## src/rtl/btn_event_pkg.sv

```systemverilog
// Shared types and widths for the per-button event generator.
package btn_event_pkg;

    typedef enum logic [1:0] {
        IDLE   = 2'd0,
        HELD   = 2'd1,
        REPEAT = 2'd2
    } btn_ev_state_t;

    localparam int BTN_EVENT_COUNT_W = 8;

endpackage

```

## src/rtl/button_event.sv

```systemverilog
// Turns a debounced button level into single-cycle press/release/click/long-press/repeat events.
//
// state  | meaning
// IDLE   | button released, waiting for a press
// HELD   | pressed, timing towards long_press
// REPEAT | long_press has fired, emitting a repeat every R cycles
module button_event
    import btn_event_pkg::*;
#(
    parameter int CLK_FREQUENCY = 100_000_000,
    parameter int LONG_PRESS_MS = 500,
    parameter int REPEAT_MS     = 100
) (
    input  logic                         clk,
    input  logic                         rst,
    input  logic                         btn_in,
    output logic                         press,
    output logic                         release_ev,   // "release" and "repeat" are reserved words
    output logic                         click,
    output logic                         long_press,
    output logic                         repeat_ev,
    output logic                         held,
    output logic [BTN_EVENT_COUNT_W-1:0] event_count
);

    localparam int L      = (CLK_FREQUENCY / 1000) * LONG_PRESS_MS;
    localparam int R      = (CLK_FREQUENCY / 1000) * REPEAT_MS;
    localparam int MAX_LR = (L > R) ? L : R;
    localparam int CNT_W  = $clog2(MAX_LR) + 1;

    if (L < 2 || R < 1) begin : g_bad_cfg
        $error("button_event: derived L must be >= 2 and R must be >= 1");
    end

    btn_ev_state_t    state;
    logic [CNT_W-1:0] cnt;

    always_ff @(posedge clk) begin
        if (rst) begin
            state       <= IDLE;
            cnt         <= '0;
            press       <= 1'b0;
            release_ev  <= 1'b0;
            click       <= 1'b0;
            long_press  <= 1'b0;
            repeat_ev   <= 1'b0;
            held        <= 1'b0;
            event_count <= '0;
        end else begin
            press      <= 1'b0;
            release_ev <= 1'b0;
            click      <= 1'b0;
            long_press <= 1'b0;
            repeat_ev  <= 1'b0;

            case (state)
                IDLE: begin
                    if (btn_in) begin
                        state       <= HELD;
                        cnt         <= '0;
                        press       <= 1'b1;
                        held        <= 1'b1;
                        event_count <= event_count + BTN_EVENT_COUNT_W'(1);
                    end
                end
                HELD: begin
                    // Release wins over a coincident long-press expiry.
                    if (!btn_in) begin
                        state      <= IDLE;
                        release_ev <= 1'b1;
                        click      <= 1'b1;
                        held       <= 1'b0;
                    end else if (cnt == CNT_W'(L - 1)) begin
                        state      <= REPEAT;
                        cnt        <= '0;
                        long_press <= 1'b1;
                    end else begin
                        cnt <= cnt + CNT_W'(1);
                    end
                end
                REPEAT: begin
                    if (!btn_in) begin
                        state      <= IDLE;
                        release_ev <= 1'b1;
                        held       <= 1'b0;
                    end else if (cnt == CNT_W'(R - 1)) begin
                        cnt       <= '0;
                        repeat_ev <= 1'b1;
                    end else begin
                        cnt <= cnt + CNT_W'(1);
                    end
                end
                default: begin
                    state <= IDLE;
                    cnt   <= '0;
                    held  <= 1'b0;
                end
            endcase
        end
    end

endmodule
```

## config.mk

```make
export PLATFORM = sky130hd
export DESIGN_NAME = button_event
export DESIGN_NICKNAME = d
export VERILOG_FILES = /design/src/rtl/btn_event_pkg.sv /design/src/rtl/button_event.sv
export SDC_FILE = /design/constraint.sdc
export NUM_CORES = 1
export LEC_CHECK = 0
export BUFFER_PORTS_ARGS = -buffer_cell sky130_fd_sc_hd__buf_2
export CAP_MARGIN = 30
export CORE_ASPECT_RATIO = 1.2
export CORE_MARGIN = 4
export CORE_UTILIZATION = 39
export DETAILED_ROUTE_END_ITERATION = 12
export SYNTH_ARGS = -nofsm -noshare
export SYNTH_HDL_FRONTEND = slang
export SYNTH_SLANG_ARGS = --single-unit
export TNS_END_PERCENT = 20
```

## constraint.sdc

```tcl
create_clock -name clk -period 6.5 [get_ports clk]
set_clock_uncertainty 0.2 [all_clocks]
set_input_delay 0.975 -clock clk [delete_from_list [all_inputs] [get_ports clk]]
set_output_delay 0.975 -clock clk [all_outputs]
set_load 0.02 [all_outputs]
```

==> impl_results.md <==
* Outcome: completed
* ANT nets after route at 0
* Layout cell share with drive strength beyond 1 at 14.09%
* Worst VDD drop at 0.0001035 V
* Avg Cell Area, Syn at 8.429 um^2
* Core Region at 0.005743 mm^2
* CTS Hold Bufs at 0
* CTS tree: yes
* Number of diodes at 0
* Final instance area at 0.002584 mm^2
* DR WL/cell at 14.62 um
* Drt total wl at 5424 um
* Initial Util at 40.65%
* Largest net degree at the start of global routing at 20
* Placed inst area at 0.002471 mm^2
* Cell Pwr Density at 227.3 mW/mm^2
* Area Overhead vs Synth at 10.66%
* Fin. max-slew vios at 0
* Measured slew at the worst slew-check pin at 0.9489 ns
* Hold Violations, Final at 0
* Ports at 17
* Vias in the first global route at 1,905
* Die area at 0.007293 mm^2
* Initial antenna violation count at 0
* MaxCap Viol Count at 0
* H-tree levels at 2
* Dpl cells at 363
* Post-synthesis sequential area ratio at 36.87%
* Crit path DAT at 2.71 ns
* F_max at 372.2 MHz
* Crit. End Element: flop
* FP Rows at 30
* Clock insertion delay at the later pin of the skew report at 0.30 ns
* CP Class: reg -> reg
* RSZ-0062 raised after global routing: false
* Worst Hold Class: reg -> reg
* Post-route insts no fill at 371
* Top FF cell, synth: dfxtp_1
* Mapped Nets at 285
* Final min period at 2.687 ns
* FF+latch count, synth at 43
* Vias per cell at 5.488
* Quantity of gates resized following cts at 0
* Crit-path max FO at 10
* Leak at 0.8565 nW
* First-pass GRT wire length at 9204 um
* Max incr delay on CP at 0.51 ns
* Post-synth EDFFs at 0
* Crit-path slowest cell: or4_1
* Slew margin rel. at 36.54%
* Crit path required time at 6.52 ns
* Warning count from the yosys run at 0
* GRT Util Overall at 15.62%
* Clk sink count at 43
* Port Buf Inserts at 16
* Clk slew on worst S/H paths at 0.09 ns
* Via count at 2,036
* Setup violators final at 0
* Die width at 78.63 um
* Synth cell types at 48
* Post-synthesis cell area at 0.002335 mm^2
* Setup Fix Bufs, Post-CTS at 0
* Crit-path cells: inv_1 -> ha_1 -> nor3_2 -> o21ai_2 -> or3_1 -> or4_1 -> a21oi_1
* Clock root buffer: clkbuf_8
* Chip height at 92.76 um
* Max Root-Sink Buffers at 2
* Setup TNS at 0 ns
* Initial DRC count at 100
* GRT overflow at 0
* TritonCTS Buffers at 5
* GPL Wtd Cong at 0.8398
* Power Total at 0.0005874 W
* Drt first pass iters at 4
* DP Wirelength at 3760 um
* Syn Inst Count at 277
* DRC at 0
* Fraction of registers with async set/reset at 0%
* # nets final at 298
* Startpoint types: flop
* Final worst-path cycle share at 41.34%
* Final core occ at 44.99%
-- final timing paths --
kind                                startpoint             end  slack [ns]  depth (start not counted)
worst max-delay path                  state[0]         cnt[25]        3.81                          7
worst min-delay path            event_count[7]  event_count[7]        0.29                          2
worst max register to register        state[0]         cnt[25]        3.81                          7
worst min register to register  event_count[7]  event_count[7]        0.29                          2
-- synth_stat cells (all sizes together) (7+ instances only) --
cell type	count	area [um^2]
dfxtp	43	860.8
nor2	36	135.1
nand2	28	105.1
o2111ai	16	140.1
nand3	15	80.08
xnor2	15	131.4
nor4	11	98.84
a21oi	10	57.56
inv	9	33.78
nand4	9	62.56
clkbuf	8	30.03
nor3	8	45.04
and2	7	43.79
o21ai	7	38.78
-- kinds of logic (layout without fill, tap and decap cells) --
group                    after synthesis  count (layout)  synth area share (%)
AND/OR/NAND/NOR                      138             138                 32.58
AO/OA/AOI/OAI                         50              50                 16.56
buffers and inverters                 21              35                 3.805
XOR/XNOR                              20              20                 7.503
flip-flops                            43              43                 36.87
adder cells (fa/ha/maj)                5               5                 2.680
-- registers in the layout (all words and copies together), names as in the netlist --
signal / count
press: 1
cnt: 27
held: 1
release_ev: 1
repeat_ev: 1
event_count: 8
click: 1
long_press: 1
state: 2
-- power by group --
part,total (W),switching (W),internal [W]
clock network,0.000211,0.0000964,0.000114
registers,0.000280,0.00000800,0.000272
logic,0.0000963,0.0000686,0.0000277
total,0.000587,0.000173,0.000414
-- routing by layer --
metal	routed length (um)	part of all wire (%)	track usage, %
met5	0	0	0
met2	2522	46	24.86
met1	2600	48	20.68
met4	92	1.7	5.977
met3	208	3.8	3.113
-- cell type report --
cell class	count	area [um^2]
fill	591	3159
multi-input combinational	213	1385
clock inverter	3	43.79
tap	80	100.1
clock buffer	5	68.82
inverter	10	37.54
sequential	43	860.8
timing repair buffer	17	87.58
-- critical path, delay by kind of cell (launching register included) --
kind,cells,cell delay (ns)
flip-flops,1,0.39
AO/OA/AOI/OAI,2,0.35
AND/OR/NAND/NOR,3,1.30
adder cells (fa/ha/maj),1,0.28
buffers and inverters,1,0.08
-- placed cells by master (no fill, tap or decap), types with 7 or more instances in the layout --
master     count
a21oi_1        8
and2_1         7
buf_2         16
dfxtp_1       43
inv_1          9
nand2_1       28
nand3_1       14
nand4_1        8
nor2_1        36
nor3_1         7
nor4_1         9
o2111ai_1     16
xnor2_1       15
-- stage by stage --
step | hold WS, ns | setup slack [ns]
6_report | 0.2884 | 3.813
5_1_grt | 0.3149 | 3.650
4_1_cts | 0.2913 | 3.844
3_5_place_dp | 0.2755 | 3.723
3_3_place_gp | 0.2643 | 3.735
2_1_floorplan | 0.2582 | 3.887
No activity file was read; power rests on OpenSTA's default activity.
